## src/rtl/ball_ctrl.sv

```systemverilog
// Brick-breaker ball controller: serve/move/lost FSM, wall and paddle bounces, ball pixel output.
// Optional feature macro BALL_SPEEDUP_EN: halves the movement tick period after four paddle hits.
module ball_ctrl #(
  parameter int unsigned TICK_DIV  = 208333,
  parameter int unsigned BALL_SIZE = 8,
  parameter int unsigned SCREEN_W  = 640,
  parameter int unsigned SCREEN_H  = 480
) (
  input  logic        clk,
  input  logic        rst,
  input  logic        launch,
  input  logic [9:0]  x,
  input  logic [9:0]  y,
  input  logic        active_pixels,
  input  logic [9:0]  paddle_x,
  input  logic [9:0]  paddle_y,
  input  logic [9:0]  paddle_width,
  input  logic [9:0]  paddle_height,
  output logic [23:0] vga_color,
  output logic [9:0]  ball_x,
  output logic [9:0]  ball_y,
  output logic        ball_lost,
  output logic [1:0]  ball_state
);

  localparam logic [19:0] TICK_FULL = 20'(TICK_DIV);
  localparam logic [10:0] SZ        = 11'(BALL_SIZE);
  localparam logic [10:0] SW        = 11'(SCREEN_W);
  localparam logic [10:0] SH        = 11'(SCREEN_H);

  typedef enum logic [1:0] {
    ST_SERVE = 2'd0,
    ST_MOVE  = 2'd1,
    ST_LOST  = 2'd2
  } state_t;

  state_t      r_state, w_state_nxt;
  logic [19:0] r_cnt, w_cmp;
  logic        w_tick;
  logic [9:0]  r_ball_x, r_ball_y, w_bx_nxt, w_by_nxt;
  logic        r_dx_left, r_dy_down, w_dxl_nxt, w_dyd_nxt, w_dxl_flip, w_dyd_flip;
  logic        r_lost, w_lost_nxt;
  logic [10:0] w_bx, w_by, w_bx_end, w_by_end, w_px, w_py, w_pw, w_pad_end;
  logic [9:0]  w_serve_x, w_serve_y;
  logic        w_hit, w_hit_left, w_bottom, w_draw;
  logic        w_unused_height;

  assign w_unused_height = ^paddle_height;

  // 11-bit geometry so right/bottom edge sums never wrap
  assign w_bx      = {1'b0, r_ball_x};
  assign w_by      = {1'b0, r_ball_y};
  assign w_px      = {1'b0, paddle_x};
  assign w_py      = {1'b0, paddle_y};
  assign w_pw      = {1'b0, paddle_width};
  assign w_bx_end  = w_bx + SZ;
  assign w_by_end  = w_by + SZ;
  assign w_pad_end = w_px + w_pw;
  assign w_serve_x = 10'(w_px + ((w_pw - SZ) >> 1));
  assign w_serve_y = paddle_y - 10'(BALL_SIZE);

  assign w_hit      = r_dy_down && (w_by_end == w_py) && (w_bx_end > w_px) && (w_bx < w_pad_end);
  assign w_hit_left = (w_bx + (SZ >> 1)) < (w_px + (w_pw >> 1));
  assign w_bottom   = w_by_end >= SH;

`ifdef BALL_SPEEDUP_EN
  logic [2:0] r_hits;

  always_ff @(posedge clk or negedge rst) begin
    if (!rst) begin
      r_hits <= '0;
    end else if (r_state == ST_MOVE && w_tick) begin
      if (w_bottom)
        r_hits <= '0;
      else if (w_hit && r_hits != 3'd7)
        r_hits <= r_hits + 3'd1;
    end
  end

  assign w_cmp = (r_hits >= 3'd4) ? (TICK_FULL >> 1) : TICK_FULL;
`else
  assign w_cmp = TICK_FULL;
`endif

  assign w_tick = (r_cnt == w_cmp);

  // Wall flips first; a paddle hit then overrides the horizontal direction
  always_comb begin
    w_dxl_flip = r_dx_left;
    w_dyd_flip = r_dy_down;
    if (r_dx_left && r_ball_x == '0)  w_dxl_flip = 1'b0;
    if (!r_dx_left && w_bx_end >= SW) w_dxl_flip = 1'b1;
    if (!r_dy_down && r_ball_y == '0) w_dyd_flip = 1'b1;
    if (w_hit) begin
      w_dyd_flip = 1'b0;
      w_dxl_flip = w_hit_left;
    end
  end

  always_comb begin
    w_state_nxt = r_state;
    w_bx_nxt    = r_ball_x;
    w_by_nxt    = r_ball_y;
    w_dxl_nxt   = r_dx_left;
    w_dyd_nxt   = r_dy_down;
    w_lost_nxt  = 1'b0;
    case (r_state)
      ST_SERVE: begin
        w_bx_nxt  = w_serve_x;
        w_by_nxt  = w_serve_y;
        w_dxl_nxt = 1'b0;
        w_dyd_nxt = 1'b0;
        if (launch) w_state_nxt = ST_MOVE;
      end
      ST_MOVE: begin
        if (w_tick) begin
          if (w_bottom) begin
            w_state_nxt = ST_LOST;
            w_lost_nxt  = 1'b1;
          end else begin
            w_dxl_nxt = w_dxl_flip;
            w_dyd_nxt = w_dyd_flip;
            w_bx_nxt  = w_dxl_flip ? r_ball_x - 10'd1 : r_ball_x + 10'd1;
            w_by_nxt  = w_dyd_flip ? r_ball_y + 10'd1 : r_ball_y - 10'd1;
          end
        end
      end
      ST_LOST: begin
        if (w_tick && !launch) w_state_nxt = ST_SERVE;
      end
      default: w_state_nxt = ST_SERVE;
    endcase
  end

  always_ff @(posedge clk or negedge rst) begin
    if (!rst) begin
      r_cnt     <= '0;
      r_state   <= ST_SERVE;
      r_ball_x  <= 10'd316;
      r_ball_y  <= 10'd432;
      r_dx_left <= 1'b0;
      r_dy_down <= 1'b0;
      r_lost    <= 1'b0;
    end else begin
      r_cnt     <= w_tick ? '0 : r_cnt + 20'd1;
      r_state   <= w_state_nxt;
      r_ball_x  <= w_bx_nxt;
      r_ball_y  <= w_by_nxt;
      r_dx_left <= w_dxl_nxt;
      r_dy_down <= w_dyd_nxt;
      r_lost    <= w_lost_nxt;
    end
  end

  assign w_draw = active_pixels && (r_state != ST_LOST) &&
                  ({1'b0, x} >= w_bx) && ({1'b0, x} < w_bx_end) &&
                  ({1'b0, y} >= w_by) && ({1'b0, y} < w_by_end);

  assign vga_color  = w_draw ? 24'hFFFFFF : 24'd0;
  assign ball_x     = r_ball_x;
  assign ball_y     = r_ball_y;
  assign ball_lost  = r_lost;
  assign ball_state = r_state;

endmodule

```

## config.mk

```make
export PLATFORM = sky130hd
export DESIGN_NAME = ball_ctrl
export DESIGN_NICKNAME = d
export VERILOG_FILES = /design/src/rtl/ball_ctrl.sv
export SDC_FILE = /design/constraint.sdc
export NUM_CORES = 1
export LEC_CHECK = 0
export CORE_UTILIZATION = 30
export CTS_CLUSTER_SIZE = 14
export DETAILED_ROUTE_END_ITERATION = 10
export GPL_TIMING_DRIVEN = 1
export PLACE_DENSITY_LB_ADDON = 0.2
export REMOVE_ABC_BUFFERS = 1
export SKIP_LAST_GASP = 1
export SYNTH_ARGS = -nofsm -noshare
export SYNTH_HDL_FRONTEND = slang
export SYNTH_SLANG_ARGS = --single-unit
```

## constraint.sdc

```tcl
create_clock -name clk -period 10.5 [get_ports clk]
set_input_delay 1.575 -clock clk [delete_from_list [all_inputs] [get_ports clk]]
set_output_delay 1.575 -clock clk [all_outputs]
set_load 0.005 [all_outputs]
```

# Word level (Yosys, flattened, before mapping)
# Index checks and enable logic that the tools add are counted.
# totals
inputBits	64
register_bits	45
wordCells	89
# classes
n_mux	29
n_reduce_logical	21
addsub	13
order_cmp	9
eq_ne	10
# op_table
cell	n
10-bit 2-to-1 mux	6
10-bit one-hot mux with 2 select lines	2
10-bit by 11-bit < comparator with 1-bit output	3
24-bit 2-to-1 mux	1
10-bit by 4-bit adder with 11-bit output, second input constant	2
10-bit by 1-bit adder with 10-bit output, second input constant	2
20-bit by 1-bit adder with 20-bit output, second input constant	1
20-bit by 18-bit equality test with 1-bit output, second input constant	1
10-bit >= comparator	2
10-bit logical NOT	2
20-bit 2-to-1 mux	1
10-bit by 1-bit subtractor with 10-bit output, second input constant	2
1-bit logical AND	12
1-bit 2-to-1 mux	12
2-bit != test, second input constant	6
10-bit by 10-bit adder with 11-bit output	1
10-bit by 3-bit adder with 11-bit output, second input constant	1
10-bit by 9-bit adder with 11-bit output	1
11-bit by 10-bit equality test with 1-bit output	1
11-bit by 10-bit >= comparator with 1-bit output, second input constant	1
11-bit by 9-bit >= comparator with 1-bit output, second input constant	1
11-bit by 10-bit > comparator with 1-bit output	1
11-bit < comparator	1
10-bit by 4-bit subtractor with 11-bit output, second input constant	1
other kinds (12)	18

# Logic depth before layout (Yosys ltp)
# Gate-level depths: netlist of run 1.
# logic_depth
depth_word	10
depth_mapped	27
depth_no_buf	27

# Worst setup path after synthesis of run 1
# Ideal clock, no wire load.
# synth_timing
kind	in2out
start	input port y[1]
end	output port vga_color[0]
t_arrival_ns	5.030
setup_slack_ns	3.895
cell_stages	11
t_required_ns	8.925
cell_sequence	ha_1 > nor2b_1 > o21ai_0 > a21oi_1 > o21ai_0 > nand2b_1 > a21oi_1 > o21ai_0 > o311a_1 > nor4_1 > buf_4
# synth_via
elab_chain_len	4
elab_cells_between_ends	5
classes_between	order compare: 2; mux: 1; reduce/logical: 2
# synth_rtl
item	line	source
from (decl)	13	input logic [9:0] y,
10-bit >= comparator	157	({1'b0, y} >= w_by) && ({1'b0, y} < w_by_end);
1-bit logical AND	156	({1'b0, x} >= w_bx) && ({1'b0, x} < w_bx_end) &&
1-bit logical AND *	157	
named net w_draw	45	logic w_hit, w_hit_left, w_bottom, w_draw;
24-bit 2-to-1 mux *	159	assign vga_color = w_draw ? 24'hFFFFFF : 24'd0;
to (decl)	19	output logic [23:0] vga_color,
# The timed path passes the listed nets; every way through them passes the cells marked *.

# Worst setup path in the final report of run 1
# layout_timing
start	input port paddle_x[1]
end	register r_ball_y[9] (netlist: ball_y[9])
# layout_via
elab_chain_len	8
elab_cells_between_ends	10
classes_between	add/sub: 1; order compare: 2; mux: 5; reduce/logical: 2
# layout_rtl
item	line	source
from (decl)	15	input logic [9:0] paddle_x,
10-bit by 10-bit adder with 11-bit output / 11-bit by 10-bit > comparator with 1-bit output (equally long branches)	58, 62	
10-bit by 11-bit < comparator with 1-bit output / 1-bit logical AND (equally long branches)	62	assign w_hit = r_dy_down && (w_by_end == w_py) && (w_bx_end > w_px) && (w_bx < w_pad_end);
1-bit logical AND *	62	
1-bit 2-to-1 mux *	94	if (w_hit) begin
10-bit 2-to-1 mux *	124	w_by_nxt = w_dyd_flip ? r_ball_y + 10'd1 : r_ball_y - 10'd1;
10-bit 2-to-1 mux *	117	if (w_bottom) begin
10-bit 2-to-1 mux *	116	if (w_tick) begin
10-bit one-hot mux with 2 select lines *	107	case (r_state)
to (signal assigned)	148	r_ball_y <= w_by_nxt;
to (decl)	40	logic [9:0] r_ball_x, r_ball_y, w_bx_nxt, w_by_nxt;
# Mark *: on every way between the ends. The rest lies on a longest branch, timed or not. The select of a mux whose other input is x is not followed.
# A chain may end at the register's enable or synchronous reset.

==> flow_summary.toml, run 1 <==
[synthesis]
async_reset_ff_share_pct = 100
ys.flop_type = "dfrtp_1"
yosysTopAreaCell = "ha_1"
synth-edff-count = 0
yosysWarningCount = 0
synth.area.top_cells = "ha_1 (23%), dfrtp_1 (15%), xnor2_1 (8.4%)"
ys_types = 61
netlist_instances = 749
yosysSeqAreaShare_pct = 18.4
netlist_area_um2 = 6170
syn-mean-instance-area_um2 = 8.24
synth_seq_cells = 45
yosysTopAreaCellShare_pct = 22.9

[clock_network]
clk-insertion-delay-late_ns = 0.30
cts-resized-gates = 0
clk_path_buf_depth = 2
cts_tree = "built"
cts_sinks = 45
post_cts_buffers = 0
htree_levels = 2
cts_root_buf = "clkbuf_16"
path_clk_slew_ns = 0.08
numCtsBuffers = 5
cts_hold_buf = 0

[power]
powerDensity_nw_per_um2 = 211
netSwitchingFraction_pct = 46.5
finalPower_mw = 1.57
power.internal_uw = 841
seqPwrFrac_pct = 21.1
comb_power_share_pct = 66.4
p_switching_uw = 732
ir_drop_v = 0.0000871
clockPowerShare_pct = 12.5
p_leak_nw = 3.32

[final_layout]
drive_gt1_share_pct = 4.99
stdcell_area_um2 = 7460
num_antenna_cells = 0
area_growth_pct = 21.0
nets = 1002
fin_util_pct = 37.0
n_fill_cell = 2129
instances_no_fill = 1092

[global_routing]
grtUsageTotal_pct = 16.4
antenna_found_initial = 0
grt-ovfl-total = 0
first_global_vias = 5295
grt_max_degree = 46
grt_pass1_wl_um = 27800

[sta]
hold_viol = 0
setup_viol = 0
holdWs_ns = 0.474
tightest_slew_ns = 1.19
post-route-period-util_pct = 71.4
finClkSkew_ns = 0.00847
period_needed_ns = 7.50
slew_violations = 0
relSlewSlack_pct = 20.2
rsz0062_at_grt = "false"
worst_slack_ns = 3.00
timing.fmax_mhz = 133
setup_tns_ns = 0

[placed_design]
place_ws_ns = 2.67
dp_hpwl_um = 13500
gp_congestion = 0.777
placed_area_um2 = 7290
dp_cells = 1084
io_buffers = 100

[routing]
antenna_left = 0
drtIter0Drc = 279
firstDrtPassIters = 5
drt_wl_total_um = 16800
vias = 5363
route.detailed.drc = 0
vias_per_cell = 4.91
wire_per_inst_um = 15.4

[flow_run]
maxCapViolations = 0

[floorplanning]
fp.dieArea_um2 = 21100
die_y_um = 145
core_um2 = 20200
io_pins = 111
std_cell_rows = 52
start_util_pct = 30.6
die_width_um = 145

[critical_path]
cp_data_arrival_time_ns = 7.68
critPathRequiredTime_ns = 10.68
cp-start-kind = "primary input"
crit_fanout = 5
end_kind = "register"
crit_type = "in2reg"

[min_path]
min_path_type = "reg2reg"

[status]
outcome = "complete, no violations"
cell usage after synthesis, types with 5 or more instances:
master / count
a21o_1: 19
a21oi_1: 56
a31oi_1: 7
and3_1: 10
buf_2: 5
buf_4: 24
clkbuf_1: 9
dfrtp_1: 36
dfstp_2: 9
ha_1: 113
inv_1: 68
nand2_1: 44
nand2b_1: 11
nand3_1: 31
nand4_1: 10
nor2_1: 39
nor2b_1: 11
nor3_1: 14
nor4_1: 10
o211ai_1: 18
o21a_1: 6
o21ai_0: 43
o21bai_1: 11
xnor2_1: 59
xor2_1: 26
power by group through the flow:
| stage | clock network, mW | registers [mW] | logic (mW) |
|---|---|---|---|
| after detailed placement | 0 | 0.337 | 1.04 |
| final | 0.196 | 0.332 | 1.04 |
| after floorplan | 0 | 0.295 | 0.726 |
| after global routing | 0.208 | 0.344 | 1.19 |
| after CTS | 0.202 | 0.334 | 1.05 |
| after global placement | 0 | 0.339 | 1.04 |
metal layers:
| layer | vias up | global-route usage (%) | share of wire [%] | wire length, um |
|---|---|---|---|---|
| li1 | 2794 | - | - | - |
| met1 | 2457 | 23.9 | 52 | 8770 |
| met2 | 105 | 25.9 | 44 | 7310 |
| met3 | 7 | 2.35 | 3.5 | 592 |
| met4 | 0 | 2.68 | 0.66 | 110 |
| met5 | - | 0 | 0 | 0 |
layout make-up:
class | instances | area, um2 | area share (%)
clock inverters | 3 | 50.0 | 0.670
multi-input cells | 595 | 4530 | 60.6
flip-flops and latches | 45 | 1140 | 15.2
repair buffers | 104 | 1030 | 13.7
inverters | 70 | 263 | 3.52
clock buffers | 5 | 125 | 1.68
well taps | 270 | 338 | 4.53
cell usage in the layout, fill, tap and decap left out, types with 3 or more instances in the layout:
cell	count
nor3_1	14
nor2_1	39
xnor2_1	59
dfstp_2	9
a21oi_1	56
nand2_1	44
or4_1	3
clkdlybuf4s50_1	99
a31oi_1	7
nand4_1	10
nand3b_1	3
o211ai_1	18
nand3_1	31
nor4_2	3
ha_1	113
inv_1	68
nand2b_1	11
dfrtp_1	36
a211oi_1	4
a21o_1	19
or2_2	3
nor2b_1	11
o21bai_1	11
and3_1	10
buf_4	4
xor2_1	26
o21ai_0	43
o21a_1	6
nor4_1	9
clkbuf_16	5
fa_1	4
cells by family (layout without fill, tap and decap cells):
group	count (synthesis)	after routing	synth area share [%]
muxes	1	1	0.223
buffers and inverters	109	182	8.31
xor gates and xnor gates	87	87	12.7
AOI/OAI and AO/OA	185	185	18.8
DFF	45	45	18.4
and+or+nand+nor	205	205	17.3
adders and majority gates	117	117	24.2
critical path, cell delays in order:
cell	delay (ns)
clkdlybuf4s50_1	0.62
ha_1	0.28
a21o_1	0.15
a21oi_1	0.22
o21bai_1	0.10
a21oi_1	0.28
o21bai_1	0.10
a21oi_1	0.27
o21bai_1	0.10
a21oi_1	0.18
xor2_1	0.18
ha_1	0.26
and4_2	0.18
a221oi_1	0.48
o2111ai_2	0.20
o21ai_0	0.33
ha_1	0.36
a21o_1	0.17
a21oi_1	0.22
o21bai_1	0.12
a2111oi_0	0.45
nor3_1	0.17
a31oi_1	0.22
xnor2_1	0.17
a31oi_1	0.11
a2bb2oi_1	0.17
registers in the layout, summed over array words and instances (netlist names):
register,flops
ball_lost,1
ball_state,2
r_dx_left,1
r_cnt,20
r_dy_down,1
ball_x,10
ball_y,10
worst paths after layout:
path | start | end | slack, ns | depth (start not counted)
worst max-delay path | paddle_x[1] | ball_y[9] | 3.00 | 26
worst min-delay path | r_cnt[19] | r_cnt[19] | 0.47 | 1
worst max register to register | ball_x[4] | ball_y[9] | 5.07 | 20
worst min register to register | r_cnt[19] | r_cnt[19] | 0.47 | 1
max in group asynchronous | rst | ball_x[0] | 8.69 | 2
min in group asynchronous | rst | r_cnt[0] | 1.36 | 2
No activity file was read; power rests on OpenSTA's default activity.
==> run 2: changes to the inputs <==
- clock period: 10.5 -> 7.4 ns (I/O delays scaled with it)
==> run 2 against run 1 <==
  * Worst setup slack worse by 2.5 ns
  * Global-route usage about the same
  * Final cell count barely moved
  * Critical endpoint is now ball_x[9]
  * Register-to-register slack got worse by 3.1 ns
==> flow_summary.toml, run 2 (same netlist as run 1, synthesis figures left out) <==
[sta]
slew_violations = 0
finClkSkew_ns = 0.00711
post-route-period-util_pct = 92.7
setup_viol = 0
tightest_slew_ns = 1.17
timing.fmax_mhz = 146
hold_viol = 0
relSlewSlack_pct = 21.8
rsz0062_at_grt = "false"
holdWs_ns = 0.477
period_needed_ns = 6.86
setup_tns_ns = 0

[routing]
route.detailed.drc = 0
antenna_left = 0
vias_per_cell = 4.93
drtIter0Drc = 357
drt_wl_total_um = 17000
vias = 5389
firstDrtPassIters = 4
wire_per_inst_um = 15.6

[final_layout]
nets = 1003
num_antenna_cells = 0
drive_gt1_share_pct = 5.10
area_growth_pct = 21.1
final_cell_mix = "ha_1 (113), clkdlybuf4s50_1 (99), inv_1 (68), xnor2_1 (59), a21oi_1 (56)"
final_common_cell = "ha_1"
instances_no_fill = 1093
top_register = "r_cnt"
largest_reg_flops = 20

[placed_design]
io_buffers = 100
gp_congestion = 0.807
dp_hpwl_um = 13500
dp_cells = 1085

[critical_path]
worstReg2RegEnd = "ball_x[9]"
crit_type = "in2reg"
reg2reg_from = "ball_x[4]"
crit_fanout = 9
end_kind = "register"
critPathRequiredTime_ns = 7.62
cp_data_arrival_time_ns = 7.08
reg2reg_slack_ns = 2.02
r2r_cells = 20
cp-start-kind = "primary input"

[global_routing]
grt_pass1_wl_um = 27800
first_global_vias = 5375
grtUsageTotal_pct = 16.4
grt-ovfl-total = 0
grt_max_degree = 46
antenna_found_initial = 0

[min_path]
hp-start = "r_cnt[19]"
hold_depth = 1
min_path_type = "reg2reg"
min_to = "r_cnt[19]"

[power]
p_leak_nw = 3.32
finalPower_mw = 2.25
powerDensity_nw_per_um2 = 301
ir_drop_v = 0.000124

[clock_network]
post_cts_buffers = 0
htree_levels = 2
clk_path_buf_depth = 2
cts_hold_buf = 0
path_clk_slew_ns = 0.07
cts_sinks = 45
cts_tree = "built"
cts-resized-gates = 0
cts_root_buf = "clkbuf_16"
numCtsBuffers = 5
clk-insertion-delay-late_ns = 0.30

[floorplanning]
die_y_um = 145
core_um2 = 20200
std_cell_rows = 52
fp.dieArea_um2 = 21100
start_util_pct = 30.6
die_width_um = 145
io_pins = 111

[status]
outcome = "complete, no violations"

[flow_run]
maxCapViolations = 0
## run 2: changes by cell type in the layout (fill, tap and decap cells not counted)
cell   delta
buf_4     +1
## run 2: worst max-delay path by stage
stage | cells past startpoint | to | from
after floorplan | 10 | vga_color[0] | y[1]
after global placement | 27 | ball_x[9] | paddle_width[1]
after detailed placement | 27 | ball_x[9] | paddle_width[1]
after CTS | 27 | ball_x[9] | paddle_width[1]
after global routing | 26 | ball_x[9] | paddle_x[0]
final | 27 | ball_x[9] | paddle_width[1]
## run 2: report_power, final
group | internal (mW) | switching (mW) | leakage [nW]
logic | 0.724 | 0.772 | 2.68
registers | 0.312 | 0.163 | 0.553
clock network | 0.163 | 0.115 | 0.0859
total | 1.20 | 1.05 | 3.32
## run 2: final cells by class
class | instances | area (um2)
clock buffers | 5 | 125
inverters | 70 | 263
multi-input cells | 595 | 4530
repair buffers | 105 | 1030
clock inverters | 3 | 50.0
well taps | 270 | 338
fillers | 2152 | 12700
flip-flops and latches | 45 | 1140
## run 2: worst max-delay path, cell delays in order
cell	delay [ns]
clkdlybuf4s50_1	0.55
ha_1	0.25
a21o_1	0.15
a21oi_1	0.22
o21bai_1	0.10
a21oi_1	0.27
o21bai_1	0.10
a21oi_1	0.24
o21bai_1	0.10
a21oi_1	0.19
xor2_1	0.17
ha_1	0.25
and4_2	0.18
a221oi_1	0.30
buf_4	0.18
o2111ai_2	0.14
mux2i_2	0.30
inv_1	0.24
ha_1	0.33
a21oi_1	0.19
o2111ai_1	0.19
a21o_1	0.21
a21oi_1	0.23
o21ai_0	0.17
xnor2_1	0.32
a21oi_1	0.13
nor4_2	0.26
## run 2: metrics by stage
step	cell area, um2	setup WS (ns)	util [%]
5_1_grt	7470	0.0317	37.0
3_5_place_dp	7300	0.243	36.2
3_3_place_gp	7300	0.259	36.2
4_1_cts	7470	0.529	37.0
6_report	7470	0.538	37.0
2_1_floorplan	5920	0.387	-
## run 2: layer usage
metal  up-vias  track usage (%)  part of all wire, %
met2       117             26.7                   44
met5         -                0                    0
met3        13             2.41                  4.2
met4         0             3.58                  1.1
li1       2796                -                    -
met1      2463             22.9                   51
